==> src/rtl/cp0_ctrl_param_if.sv <==
// Pipeline <-> CP0 bundle: MTC0/MFC0 access, exception/ERET/TLB events and the register views.
interface cp0_ctrl_param_if #(
    parameter int TLB_ENTRIES = 16,
    parameter int HW_INTR_NUM = 5
);
    localparam int IDX_W = $clog2(TLB_ENTRIES);

    logic                   pause_i;
    logic                   wen_i;
    logic [4:0]             addr_i;
    logic [31:0]            wdata_i;
    logic [31:0]            rdata_o;
    logic                   exc_valid_i;
    logic [4:0]             exc_code_i;
    logic                   exc_refill_i;
    logic                   exc_bd_i;
    logic [31:0]            exc_pc_i;
    logic [31:0]            exc_badvaddr_i;
    logic                   eret_i;
    logic [HW_INTR_NUM-1:0] hw_intr_i;
    logic                   tlbp_i;
    logic                   tlbp_hit_i;
    logic [IDX_W-1:0]       tlbp_index_i;
    logic                   tlbr_i;
    logic [31:0]            tlbr_entryhi_i;
    logic [31:0]            tlbr_entrylo0_i;
    logic [31:0]            tlbr_entrylo1_i;
    logic                   intr_o;
    logic [31:0]            exc_vector_o;
    logic [31:0]            epc_o;
    logic [31:0]            status_o;
    logic [31:0]            entryhi_o;
    logic [31:0]            entrylo0_o;
    logic [31:0]            entrylo1_o;
    logic [31:0]            index_o;
    logic [31:0]            random_o;

    modport master (
        output pause_i, wen_i, addr_i, wdata_i, exc_valid_i, exc_code_i, exc_refill_i,
               exc_bd_i, exc_pc_i, exc_badvaddr_i, eret_i, hw_intr_i, tlbp_i, tlbp_hit_i,
               tlbp_index_i, tlbr_i, tlbr_entryhi_i, tlbr_entrylo0_i, tlbr_entrylo1_i,
        input  rdata_o, intr_o, exc_vector_o, epc_o, status_o, entryhi_o, entrylo0_o,
               entrylo1_o, index_o, random_o
    );

    modport slave (
        input  pause_i, wen_i, addr_i, wdata_i, exc_valid_i, exc_code_i, exc_refill_i,
               exc_bd_i, exc_pc_i, exc_badvaddr_i, eret_i, hw_intr_i, tlbp_i, tlbp_hit_i,
               tlbp_index_i, tlbr_i, tlbr_entryhi_i, tlbr_entrylo0_i, tlbr_entrylo1_i,
        output rdata_o, intr_o, exc_vector_o, epc_o, status_o, entryhi_o, entrylo0_o,
               entrylo1_o, index_o, random_o
    );
endinterface

==> src/rtl/cp0_ctrl_param.sv <==
// CP0 register file and exception controller (TLB regs, Status/Cause/EPC/BadVAddr, Random).
// Define CP0_COUNT_COMPARE_EN to build the Count/Compare timer that drives IP[7].
module cp0_ctrl_param #(
    parameter int TLB_ENTRIES = 16,
    parameter int HW_INTR_NUM = 5,
    parameter int COUNT_DIV   = 2
) (
    input logic             clk,
    input logic             reset,
    cp0_ctrl_param_if.slave bus
);
    localparam int IDX_W = $clog2(TLB_ENTRIES);
    localparam logic [IDX_W-1:0] RAND_TOP = IDX_W'(TLB_ENTRIES - 1);

    logic             idx_p_q;
    logic [IDX_W-1:0] idx_q, random_q, wired_q;
    logic [25:0]      entrylo0_q, entrylo1_q;
    logic [18:0]      vpn2_q;
    logic [7:0]       asid_q;
    logic [31:0]      badvaddr_q, epc_q;
    logic [7:0]       im_q;
    logic             um_q, exl_q, ie_q;
    logic             bd_q;
    logic [1:0]       ip_sw_q;
    logic [4:0]       exc_code_q;
    logic [31:0]      count_rd, compare_rd;
    logic             timer_pend;
    logic [7:0]       ip;
    logic [31:0]      status_rd, cause_rd, entryhi_rd, index_rd, random_rd, wired_rd;
    logic             do_exc, do_eret, do_tlbp, do_tlbr, do_mtc0;
    logic             wr_wired, vaddr_exc, tlb_exc;
    logic             unused_bits;

    // One event per cycle; anything below the winner is discarded entirely.
    always_comb begin
        do_exc  = !bus.pause_i && bus.exc_valid_i;
        do_eret = !bus.pause_i && !bus.exc_valid_i && bus.eret_i;
        do_tlbp = !bus.pause_i && !bus.exc_valid_i && !bus.eret_i && bus.tlbp_i;
        do_tlbr = !bus.pause_i && !bus.exc_valid_i && !bus.eret_i && bus.tlbr_i;
        do_mtc0 = !bus.pause_i && !bus.exc_valid_i && !bus.eret_i &&
                  !bus.tlbp_i && !bus.tlbr_i && bus.wen_i;
    end

    assign wr_wired  = do_mtc0 && (bus.addr_i == 5'd6);
    assign vaddr_exc = (bus.exc_code_i >= 5'd1) && (bus.exc_code_i <= 5'd5);
    assign tlb_exc   = (bus.exc_code_i >= 5'd1) && (bus.exc_code_i <= 5'd3);

    always_ff @(posedge clk) begin
        if (reset) begin
            idx_p_q    <= 1'b0;
            idx_q      <= '0;
            random_q   <= RAND_TOP;
            wired_q    <= '0;
            entrylo0_q <= '0;
            entrylo1_q <= '0;
            vpn2_q     <= '0;
            asid_q     <= '0;
            badvaddr_q <= '0;
            epc_q      <= '0;
            im_q       <= '0;
            um_q       <= 1'b0;
            exl_q      <= 1'b1;
            ie_q       <= 1'b0;
            bd_q       <= 1'b0;
            ip_sw_q    <= '0;
            exc_code_q <= '0;
        end else begin
            if (do_exc) begin
                // A nested exception keeps the original return point.
                if (!exl_q) begin
                    epc_q <= bus.exc_bd_i ? bus.exc_pc_i - 32'd4 : bus.exc_pc_i;
                    bd_q  <= bus.exc_bd_i;
                end
                exc_code_q <= bus.exc_code_i;
                exl_q      <= 1'b1;
                if (vaddr_exc) badvaddr_q <= bus.exc_badvaddr_i;
                if (tlb_exc)   vpn2_q     <= bus.exc_badvaddr_i[31:13];
            end
            if (do_eret) exl_q <= 1'b0;
            if (do_tlbp) begin
                idx_p_q <= !bus.tlbp_hit_i;
                if (bus.tlbp_hit_i) idx_q <= bus.tlbp_index_i;
            end
            if (do_tlbr) begin
                vpn2_q     <= bus.tlbr_entryhi_i[31:13];
                asid_q     <= bus.tlbr_entryhi_i[7:0];
                entrylo0_q <= bus.tlbr_entrylo0_i[25:0];
                entrylo1_q <= bus.tlbr_entrylo1_i[25:0];
            end
            if (do_mtc0) begin
                case (bus.addr_i)
                    5'd0:  idx_q      <= bus.wdata_i[IDX_W-1:0];
                    5'd2:  entrylo0_q <= bus.wdata_i[25:0];
                    5'd3:  entrylo1_q <= bus.wdata_i[25:0];
                    5'd6:  wired_q    <= bus.wdata_i[IDX_W-1:0];
                    5'd10: begin
                        vpn2_q <= bus.wdata_i[31:13];
                        asid_q <= bus.wdata_i[7:0];
                    end
                    5'd12: begin
                        im_q  <= bus.wdata_i[15:8];
                        um_q  <= bus.wdata_i[4];
                        exl_q <= bus.wdata_i[1];
                        ie_q  <= bus.wdata_i[0];
                    end
                    5'd13: ip_sw_q <= bus.wdata_i[9:8];
                    5'd14: epc_q   <= bus.wdata_i;
                    default: ;
                endcase
            end
            if (!bus.pause_i) begin
                if (wr_wired || (random_q <= wired_q) || (wired_q >= RAND_TOP))
                    random_q <= RAND_TOP;
                else
                    random_q <= random_q - IDX_W'(1);
            end
        end
    end

`ifdef CP0_COUNT_COMPARE_EN
    localparam int DIV_W = (COUNT_DIV > 1) ? $clog2(COUNT_DIV) : 1;

    logic [DIV_W-1:0] div_q;
    logic [31:0]      count_q, compare_q;
    logic             pend_q, tick, wr_count, wr_compare;

    assign tick       = (div_q == DIV_W'(COUNT_DIV - 1));
    assign wr_count   = do_mtc0 && (bus.addr_i == 5'd9);
    assign wr_compare = do_mtc0 && (bus.addr_i == 5'd11);

    // The timer keeps running through pipeline stalls.
    always_ff @(posedge clk) begin
        if (reset) begin
            div_q     <= '0;
            count_q   <= '0;
            compare_q <= '0;
            pend_q    <= 1'b0;
        end else begin
            if (wr_count) begin
                count_q <= bus.wdata_i;
                div_q   <= '0;
            end else if (tick) begin
                count_q <= count_q + 32'd1;
                div_q   <= '0;
            end else begin
                div_q <= div_q + DIV_W'(1);
            end
            if (wr_compare) begin
                compare_q <= bus.wdata_i;
                pend_q    <= 1'b0;
            end else if (tick && !wr_count && (count_q + 32'd1 == compare_q)) begin
                pend_q <= 1'b1;
            end
        end
    end

    assign count_rd   = count_q;
    assign compare_rd = compare_q;
    assign timer_pend = pend_q;
`else
    assign count_rd   = '0;
    assign compare_rd = '0;
    assign timer_pend = 1'b0;
`endif

    always_comb begin
        ip                   = '0;
        ip[1:0]              = ip_sw_q;
        ip[2 +: HW_INTR_NUM] = bus.hw_intr_i;
        ip[7]                = timer_pend;
    end

    assign status_rd  = {16'b0, im_q, 3'b0, um_q, 2'b0, exl_q, ie_q};
    assign cause_rd   = {bd_q, 15'b0, ip, 1'b0, exc_code_q, 2'b0};
    assign entryhi_rd = {vpn2_q, 5'b0, asid_q};
    assign index_rd   = {idx_p_q, {(31 - IDX_W){1'b0}}, idx_q};
    assign random_rd  = {{(32 - IDX_W){1'b0}}, random_q};
    assign wired_rd   = {{(32 - IDX_W){1'b0}}, wired_q};

    always_comb begin
        bus.rdata_o = '0;
        case (bus.addr_i)
            5'd0:  bus.rdata_o = index_rd;
            5'd1:  bus.rdata_o = random_rd;
            5'd2:  bus.rdata_o = {6'b0, entrylo0_q};
            5'd3:  bus.rdata_o = {6'b0, entrylo1_q};
            5'd6:  bus.rdata_o = wired_rd;
            5'd8:  bus.rdata_o = badvaddr_q;
            5'd9:  bus.rdata_o = count_rd;
            5'd10: bus.rdata_o = entryhi_rd;
            5'd11: bus.rdata_o = compare_rd;
            5'd12: bus.rdata_o = status_rd;
            5'd13: bus.rdata_o = cause_rd;
            5'd14: bus.rdata_o = epc_q;
            5'd16: bus.rdata_o = 32'h8000_0082;
            default: bus.rdata_o = '0;
        endcase
    end

    assign bus.intr_o       = (|(ip & im_q)) && ie_q && !exl_q;
    assign bus.exc_vector_o = (bus.exc_refill_i && !exl_q) ? 32'h8000_0000 : 32'h8000_0180;
    assign bus.epc_o        = epc_q;
    assign bus.status_o     = status_rd;
    assign bus.entryhi_o    = entryhi_rd;
    assign bus.entrylo0_o   = {6'b0, entrylo0_q};
    assign bus.entrylo1_o   = {6'b0, entrylo1_q};
    assign bus.index_o      = index_rd;
    assign bus.random_o     = random_rd;

    assign unused_bits = ^{bus.wdata_i, bus.tlbr_entryhi_i, bus.tlbr_entrylo0_i,
                           bus.tlbr_entrylo1_i, bus.exc_badvaddr_i};
endmodule
==> src/flat_wrapper.sv <==
// flat-port wrapper written by rule: the top's interface ports become plain ports
module cp0_ctrl_param_flat 
#(
    parameter int TLB_ENTRIES = 16,
    parameter int HW_INTR_NUM = 5,
    parameter int COUNT_DIV   = 2
)
  (clk, reset, bus_pause_i, bus_wen_i, bus_addr_i, bus_wdata_i, bus_exc_valid_i, bus_exc_code_i, bus_exc_refill_i, bus_exc_bd_i, bus_exc_pc_i, bus_exc_badvaddr_i, bus_eret_i, bus_hw_intr_i, bus_tlbp_i, bus_tlbp_hit_i, bus_tlbp_index_i, bus_tlbr_i, bus_tlbr_entryhi_i, bus_tlbr_entrylo0_i, bus_tlbr_entrylo1_i, bus_rdata_o, bus_intr_o, bus_exc_vector_o, bus_epc_o, bus_status_o, bus_entryhi_o, bus_entrylo0_o, bus_entrylo1_o, bus_index_o, bus_random_o);
  cp0_ctrl_param_if #(.TLB_ENTRIES(TLB_ENTRIES), .HW_INTR_NUM(HW_INTR_NUM)) bus_i ();
  input logic clk;
  input logic reset;
  input wire logic [$bits(bus_i.pause_i)-1:0] bus_pause_i;
  input wire logic [$bits(bus_i.wen_i)-1:0] bus_wen_i;
  input wire logic [$bits(bus_i.addr_i)-1:0] bus_addr_i;
  input wire logic [$bits(bus_i.wdata_i)-1:0] bus_wdata_i;
  input wire logic [$bits(bus_i.exc_valid_i)-1:0] bus_exc_valid_i;
  input wire logic [$bits(bus_i.exc_code_i)-1:0] bus_exc_code_i;
  input wire logic [$bits(bus_i.exc_refill_i)-1:0] bus_exc_refill_i;
  input wire logic [$bits(bus_i.exc_bd_i)-1:0] bus_exc_bd_i;
  input wire logic [$bits(bus_i.exc_pc_i)-1:0] bus_exc_pc_i;
  input wire logic [$bits(bus_i.exc_badvaddr_i)-1:0] bus_exc_badvaddr_i;
  input wire logic [$bits(bus_i.eret_i)-1:0] bus_eret_i;
  input wire logic [$bits(bus_i.hw_intr_i)-1:0] bus_hw_intr_i;
  input wire logic [$bits(bus_i.tlbp_i)-1:0] bus_tlbp_i;
  input wire logic [$bits(bus_i.tlbp_hit_i)-1:0] bus_tlbp_hit_i;
  input wire logic [$bits(bus_i.tlbp_index_i)-1:0] bus_tlbp_index_i;
  input wire logic [$bits(bus_i.tlbr_i)-1:0] bus_tlbr_i;
  input wire logic [$bits(bus_i.tlbr_entryhi_i)-1:0] bus_tlbr_entryhi_i;
  input wire logic [$bits(bus_i.tlbr_entrylo0_i)-1:0] bus_tlbr_entrylo0_i;
  input wire logic [$bits(bus_i.tlbr_entrylo1_i)-1:0] bus_tlbr_entrylo1_i;
  output wire logic [$bits(bus_i.rdata_o)-1:0] bus_rdata_o;
  output wire logic [$bits(bus_i.intr_o)-1:0] bus_intr_o;
  output wire logic [$bits(bus_i.exc_vector_o)-1:0] bus_exc_vector_o;
  output wire logic [$bits(bus_i.epc_o)-1:0] bus_epc_o;
  output wire logic [$bits(bus_i.status_o)-1:0] bus_status_o;
  output wire logic [$bits(bus_i.entryhi_o)-1:0] bus_entryhi_o;
  output wire logic [$bits(bus_i.entrylo0_o)-1:0] bus_entrylo0_o;
  output wire logic [$bits(bus_i.entrylo1_o)-1:0] bus_entrylo1_o;
  output wire logic [$bits(bus_i.index_o)-1:0] bus_index_o;
  output wire logic [$bits(bus_i.random_o)-1:0] bus_random_o;
  assign bus_i.pause_i = bus_pause_i;
  assign bus_i.wen_i = bus_wen_i;
  assign bus_i.addr_i = bus_addr_i;
  assign bus_i.wdata_i = bus_wdata_i;
  assign bus_i.exc_valid_i = bus_exc_valid_i;
  assign bus_i.exc_code_i = bus_exc_code_i;
  assign bus_i.exc_refill_i = bus_exc_refill_i;
  assign bus_i.exc_bd_i = bus_exc_bd_i;
  assign bus_i.exc_pc_i = bus_exc_pc_i;
  assign bus_i.exc_badvaddr_i = bus_exc_badvaddr_i;
  assign bus_i.eret_i = bus_eret_i;
  assign bus_i.hw_intr_i = bus_hw_intr_i;
  assign bus_i.tlbp_i = bus_tlbp_i;
  assign bus_i.tlbp_hit_i = bus_tlbp_hit_i;
  assign bus_i.tlbp_index_i = bus_tlbp_index_i;
  assign bus_i.tlbr_i = bus_tlbr_i;
  assign bus_i.tlbr_entryhi_i = bus_tlbr_entryhi_i;
  assign bus_i.tlbr_entrylo0_i = bus_tlbr_entrylo0_i;
  assign bus_i.tlbr_entrylo1_i = bus_tlbr_entrylo1_i;
  assign bus_rdata_o = bus_i.rdata_o;
  assign bus_intr_o = bus_i.intr_o;
  assign bus_exc_vector_o = bus_i.exc_vector_o;
  assign bus_epc_o = bus_i.epc_o;
  assign bus_status_o = bus_i.status_o;
  assign bus_entryhi_o = bus_i.entryhi_o;
  assign bus_entrylo0_o = bus_i.entrylo0_o;
  assign bus_entrylo1_o = bus_i.entrylo1_o;
  assign bus_index_o = bus_i.index_o;
  assign bus_random_o = bus_i.random_o;
  cp0_ctrl_param #(.TLB_ENTRIES(TLB_ENTRIES), .HW_INTR_NUM(HW_INTR_NUM), .COUNT_DIV(COUNT_DIV)) u_core (.clk(clk), .reset(reset), .bus(bus_i));
endmodule
==> config.mk <==
export PLATFORM = sky130hd
export DESIGN_NAME = cp0_ctrl_param_flat
export DESIGN_NICKNAME = d
export VERILOG_FILES = /design/src/rtl/cp0_ctrl_param_if.sv /design/src/rtl/cp0_ctrl_param.sv /design/src/flat_wrapper.sv
export SDC_FILE = /design/constraint.sdc
export NUM_CORES = 1
export LEC_CHECK = 0
export BUFFER_PORTS_ARGS = -buffer_cell sky130_fd_sc_hd__buf_4
export CAP_MARGIN = 20
export CORE_AREA = 2 2 201 203
export DETAILED_ROUTE_END_ITERATION = 12
export DIE_AREA = 0 0 203 205
export GPL_ROUTABILITY_DRIVEN = 0
export SYNTH_ARGS = -nofsm -noshare
export SYNTH_HDL_FRONTEND = slang
export SYNTH_SLANG_ARGS = --single-unit
export TNS_END_PERCENT = 30
==> constraint.sdc <==
create_clock -name clk -period 2.2 [get_ports clk]
set_clock_uncertainty 0.05 [all_clocks]
set_input_delay 0 -clock clk [delete_from_list [all_inputs] [get_ports clk]]
set_output_delay 0 -clock clk [all_outputs]
set_load 0.005 [all_outputs]
==> impl_metrics.py, run 1 <==
metrics = {
    "timing": {
        "post-route-min-period_ns": 2.20,
        "finalSetupViolations": 1,
        "fmax_mhz": 454,
        "maxSlewHeadroom_pct": 58.4,
        "drv_slew": 0,
        "tightest_slew_ns": 0.625,
        "rsz0062_at_grt": "true",
        "hold_viol_final": 0,
        "fin_crit_sh_pct": 100,
        "worst_slack_ns": -0.000364,
        "tns_ns": -0.000364,
    },
    "place": {
        "place_area_mm2": 0.0133,
        "hpwl_mm": 35.5,
        "portBuffers": 370,
        "dp_slack_ns": 0.0911,
    },
    "finish": {
        "syn2layout_area_growth_pct": 61.3,
        "layout-drive-gt1-share_pct": 25.6,
        "n_fill_cell": 3888,
        "finalCoreUtilization_pct": 42.0,
        "design_area_mm2": 0.0166,
        "nets": 2127,
    },
    "floorplanning": {
        "initial_core_util_pct": 26.1,
        "die_area_mm2": 0.0416,
        "core_area_mm2": 0.0394,
        "io_pins": 511,
        "die_x_um": 203,
        "core.rowCount": 73,
        "die_h_um": 205,
    },
    "global_route": {
        "track_usage_pct": 23.3,
        "grt_max_degree": 123,
        "grt_pass1_wl_mm": 73.6,
        "grt-ovfl-total": 0,
        "grt_pass1_vias": 12100,
        "grt_antenna_before_repair": 1,
    },
    "yosys": {
        "synth_top_family_by_area": "simple AND/OR/NAND/NOR gates",
        "synth_cell_type_count": 62,
        "synth_compound_area_share_pct": 21.8,
        "async_reset_ff_share_pct": 0,
        "avgSynthCellArea_um2": 7.81,
        "synthTopCellsByCount": "230 x nand2_1, 175 x dfxtp_1, 147 x nor2_1, 128 x buf_4, 84 x clkbuf_1",
        "synth_edf_count": 0,
        "yosysTopAreaCellShare_pct": 34.1,
        "ys.flop_type": "dfxtp_1",
        "yosys-top-cells-area": "dfxtp_1 34%, buf_4 9.4%, nand2_1 8.4%, a311oi_1 5.5%, mux2i_1 5.5%",
        "ys_warn_count": 0,
        "seq_area_frac_synth_pct": 34.1,
        "synth.most_common_cell": "nand2_1",
        "synthMuxAreaShare_pct": 5.57,
        "synth-simple-area-share_pct": 22.2,
        "syn_inst": 1314,
        "netlist_area_mm2": 0.0103,
        "yosysTopAreaCell": "dfxtp_1",
        "ys_ff_latch": 175,
        "synthAdderAreaFrac_pct": 0.732,
        "synth_xor_area_share_pct": 1.45,
    },
    "flow_run": {
        "cap_violations": 0,
    },
    "outcome": {
        "violations": "setup timing",
        "status": "finished with violations",
    },
    "power_and_ir_drop": {
        "p_sw_mw": 2.22,
        "powerDensity_mw_per_mm2": 471,
        "intPower_mw": 5.58,
        "finalPower_mw": 7.79,
        "pwr-share-seq_pct": 42.5,
        "clkPwrFrac_pct": 40.3,
        "swShare_pct": 28.4,
        "power.leakage_nw": 7.02,
        "pwr-share-comb_pct": 17.2,
        "ir_drop_uv": 473,
    },
    "setup_path": {
        "path_max_fanout": 9,
        "cp-start-kind": "input pin",
        "ff2ff_path_depth": 6,
        "r2r-start": "u_core.exl_q",
        "worstPathRequired_ns": 2.54,
        "critPathArrivalTime_ns": 2.54,
        "startpoint": "bus_exc_code_i[3]",
        "critical_path_class": "in2reg",
        "cp-end-kind": "register",
    },
    "hold_path": {
        "hp-start": "bus_exc_pc_i[10]",
        "hp-class": "in2reg",
        "min_path_cells": 6,
    },
    "cts": {
        "cts.sinks": 175,
        "cts_made_buffers": 17,
        "cts_root_buf": "clkbuf_16",
        "clk_latency_ns": 0.46,
        "clockBufferDepth": 2,
        "cts_htree_levels": 4,
        "cts_tree": "built",
        "clk_pin_slew_ns": 0.07,
    },
    "detailed_routing": {
        "avgViaCountPerCell": 5.00,
        "drt-wirelength-per-cell_um": 20.7,
        "firstDrtPassIters": 7,
        "via_count": 12200,
        "drt_iter0_markers": 1133,
        "wl_mm": 50.4,
        "detail-route-antenna-nets": 0,
        "drc_errors": 0,
    },
}
-- worst max-delay path, cell delays in order --
cell	delay [ns]
dlygate4sd3_1	0.56
buf_4	0.17
nor4_4	0.30
buf_4	0.21
buf_8	0.19
mux2i_1	0.10
a211o_1	0.29
a21oi_1	0.14
dlygate4sd3_1	0.58
-- sequential cells by signal, summed over array words and instances (netlist names) --
name / count
u_core.badvaddr_q: 32
u_core.idx_p_q: 1
u_core.random_q: 4
u_core.idx_q: 4
u_core.asid_q: 8
u_core.exl_q: 1
u_core.wired_q: 4
u_core.um_q: 1
u_core.im_q: 8
u_core.entrylo0_q: 26
u_core.exc_code_q: 5
u_core.bus.epc_o: 32
u_core.ie_q: 1
u_core.ip_sw_q: 2
u_core.bd_q: 1
u_core.vpn2_q: 19
u_core.entrylo1_q: 26
-- worst paths after layout --
kind                          endpoint  slack [ns]
hold / removal    u_core.bus.epc_o[11]        0.03
hold reg to reg            u_core.bd_q        0.43
setup / recovery     u_core.vpn2_q[17]     -0.0004
setup reg to reg  u_core.bus.epc_o[31]        0.11
-- layer usage --
layer	share of wire (%)	global-route usage (%)	wire, µm	vias to the layer above
met5	0	0	0	-
met4	3.1	8.52	1550	0
met3	7.7	4.66	3880	116
met2	48	39.8	24300	657
met1	41	29.1	20600	5790
li1	-	-	-	5627
-- power groups by stage --
stage                     logic, mW  clock network [mW]  registers, mW
after floorplan               0.538                   0           3.36
after global placement         1.00                   0           3.38
after detailed placement       1.01                   0           3.39
after CTS                      1.31                3.20           3.31
after global routing           1.44                3.32           3.32
final                          1.34                3.14           3.31
-- final cells by class --
class	instances	area, µm²	share of cell area [%]
Antenna cell	2	5.00	0.0302
Clock buffer	19	443	2.68
Clock inverter	13	130	0.786
Inverter	19	71.3	0.431
Multi-Input combinational cell	1011	5890	35.6
Sequential cell	175	3500	21.2
Tap cell	525	657	3.97
Timing Repair Buffer	675	5850	35.3
-- cell usage in the layout (no fill, tap or decap), drive strengths merged, types with 20 or more instances in the layout --
cell / synthesis / routed
a211o: 22 / 22
a21oi: 61 / 61
a222oi: 21 / 21
a22oi: 52 / 52
a311oi: 65 / 65
buf: 146 / 421
conb: 2 / 123
dfxtp: 175 / 175
dlygate4sd3: 0 / 253
inv: 19 / 23
mux2i: 56 / 56
nand2: 230 / 230
nand3: 32 / 32
nor2: 147 / 147
nor3: 21 / 21
o21ai: 20 / 20
-- stage by stage --
stage	instances	hold slack (ns)
floorplan	1435	0.0102
global placement	2150	0.168
detailed placement	2150	0.167
CTS	2435	0.0154
global route	2438	0.0622
finish	2439	0.0321
-- cell families after synthesis --
logic type,after synthesis
buffers and inverters,249
AOI/OAI and AO/OA,295
DFF,175
adders and majority gates,6
and+or+nand+nor,513
muxes,57
other,2
xor gates and xnor gates,17
-- what timing repair did --
action | in CTS | in global routing
hold endpoints to repair | 175 | 0
setup buffers | 0 | 1
hold buffers | 253 | 0
resized for setup | 0 | 15
setup endpoints to repair | 0 | 30
Power figures use the tool's default switching activity.
==> inputs of run 2 (changes only) <==
Settings changed: CAP_MARGIN 20 to default, SETUP_SLACK_MARGIN from default to 0.3.
==> impl_metrics.py, run 2 (synthesis results as in run 1) <==
metrics = {
    "outcome": {
        "status": "finished, final reports clean",
    },
    "finish": {
        "fin_cells": 2436,
        "most-common-layout-cells": "412 x buf_4, 247 x dlygate4sd3_1, 226 x nand2_1, 174 x dfxtp_1, 144 x nor2_1",
        "layout_commonest_cell": "buf_4",
        "syn2layout_area_growth_pct": 60.7,
        "layout-drive-gt1-share_pct": 25.8,
        "nets": 2124,
        "n_fill_cell": 3903,
    },
    "place": {
        "portBuffers": 370,
        "place_inst": 2150,
        "hpwl_mm": 35.5,
    },
    "setup_path": {
        "r2r-end": "u_core.random_q[2]",
        "cp-start-kind": "input pin",
        "ff2ff_path_depth": 7,
        "cp-end-kind": "register",
        "critical_path_class": "in2reg",
        "regToRegSetupSlack_ns": 0.37,
        "r2r-start": "u_core.wired_q[3]",
        "startpoint": "bus_exc_pc_i[25]",
        "critPathArrivalTime_ns": 2.21,
        "endpoint": "u_core.bus.epc_o[28]",
        "path_max_fanout": 3,
        "worstPathRequired_ns": 2.53,
    },
    "cts": {
        "cts_made_buffers": 17,
        "clockBufferDepth": 2,
        "clk_latency_ns": 0.46,
        "cts_root_buf": "clkbuf_16",
        "clk_pin_slew_ns": 0.07,
        "cts_tree": "built",
        "cts.sinks": 175,
        "cts_htree_levels": 4,
    },
    "floorplanning": {
        "die_h_um": 205,
        "core_area_mm2": 0.0394,
        "die_area_mm2": 0.0416,
        "io_pins": 511,
        "initial_core_util_pct": 26.1,
        "die_x_um": 203,
        "core.rowCount": 73,
    },
    "power_and_ir_drop": {
        "powerDensity_mw_per_mm2": 473,
        "finalPower_mw": 7.81,
        "clkPwrFrac_pct": 40.3,
        "ir_drop_uv": 473,
        "intPower_mw": 5.58,
        "power.leakage_nw": 7.00,
        "swShare_pct": 28.5,
        "pwr-share-comb_pct": 17.3,
        "p_sw_mw": 2.23,
        "pwr-share-seq_pct": 42.4,
    },
    "global_route": {
        "grt_antenna_before_repair": 1,
        "grt_pass1_wl_mm": 73.7,
        "grt_max_degree": 123,
        "track_usage_pct": 23.4,
        "grt-ovfl-total": 0,
        "grt_pass1_vias": 12100,
    },
    "timing": {
        "finalSetupViolations": 0,
        "hold_viol_final": 0,
        "fin_crit_sh_pct": 85.2,
        "tns_ns": 0,
        "post-route-min-period_ns": 1.88,
        "rsz0062_at_grt": "true",
        "maxSlewHeadroom_pct": 64.7,
        "tightest_slew_ns": 0.526,
        "fmax_mhz": 533,
        "drv_slew": 0,
    },
    "detailed_routing": {
        "drt-wirelength-per-cell_um": 20.8,
        "wl_mm": 50.8,
        "firstDrtPassIters": 9,
        "avgViaCountPerCell": 5.07,
        "via_count": 12400,
        "drc_errors": 0,
        "drt_iter0_markers": 1096,
        "detail-route-antenna-nets": 0,
    },
    "hold_path": {
        "hp-class": "in2reg",
    },
    "flow_run": {
        "cap_violations": 0,
    },
}
run 2: power by group through the flow:
stage	combinational (mW)	clock (mW)	sequential (mW)
2_1_floorplan	0.538	0	3.36
3_3_place_gp	1.00	0	3.38
3_5_place_dp	1.01	0	3.39
4_1_cts	1.31	3.20	3.31
5_1_grt	1.45	3.32	3.32
6_report	1.35	3.15	3.31
run 2: timing repair:
| item | CTS | global route |
|---|---|---|
| pin swaps | 0 | 0 |
| hold buffers | 248 | 0 |
| gates cloned | 0 | 1 |
| gates resized for setup | 1 | 12 |
| setup buffers | 0 | 3 |
| endpoints found under the setup margin | 1 | 75 |
| hold endpoints to repair | 175 | 0 |
run 2: worst min-delay path by stage:
stage | end | cells after the start | start
2_1_floorplan | bus_exc_vector_o[7] | 1 | bus_exc_refill_i
3_3_place_gp | u_core.idx_p_q | 2 | bus_tlbp_hit_i
3_5_place_dp | u_core.idx_p_q | 2 | bus_tlbp_hit_i
4_1_cts | u_core.bus.epc_o[19] | 5 | bus_exc_pc_i[17]
5_1_grt | u_core.bus.epc_o[20] | 5 | bus_exc_pc_i[17]
6_report | u_core.bus.epc_o[11] | 6 | bus_exc_pc_i[10]
run 2: per-stage QoR:
stage | setup WS [ns] | utilization (%) | hold slack (ns) | instance area (µm²)
2_1_floorplan | 0.335 | - | 0.0102 | 10700
3_3_place_gp | 0.147 | 33.9 | 0.168 | 13300
3_5_place_dp | 0.0911 | 33.9 | 0.167 | 13300
4_1_cts | 0.311 | 41.6 | 0.0154 | 16400
5_1_grt | 0.259 | 41.9 | 0.0619 | 16500
6_report | 0.325 | 41.9 | 0.0472 | 16500
run 2: critical path, stage by stage:
cell	delay [ns]
dlygate4sd3_1	0.54
buf_4	0.15
or4_4	0.43
dlygate4sd3_1	0.60
or3_1	0.35
a31oi_1	0.15
run 2: layer usage:
metal | part of all wire, % | global-route usage (%) | vias up
met5 | 0 | 0 | -
met4 | 3.3 | 8.89 | 0
met3 | 8.0 | 4.61 | 125
met2 | 48 | 39.7 | 706
met1 | 41 | 29.2 | 5900
li1 | - | - | 5623
run 2: cell type report:
cell class,instances,area (µm²),area share [%]
multi-input cells,1011,5870,35.6
repair buffers,672,5810,35.3
flip-flops and latches,175,3500,21.3
well taps,525,657,3.98
clock buffers,19,443,2.69
clock inverters,13,130,0.789
inverters,19,71.3,0.433
diodes,2,5.00,0.0304
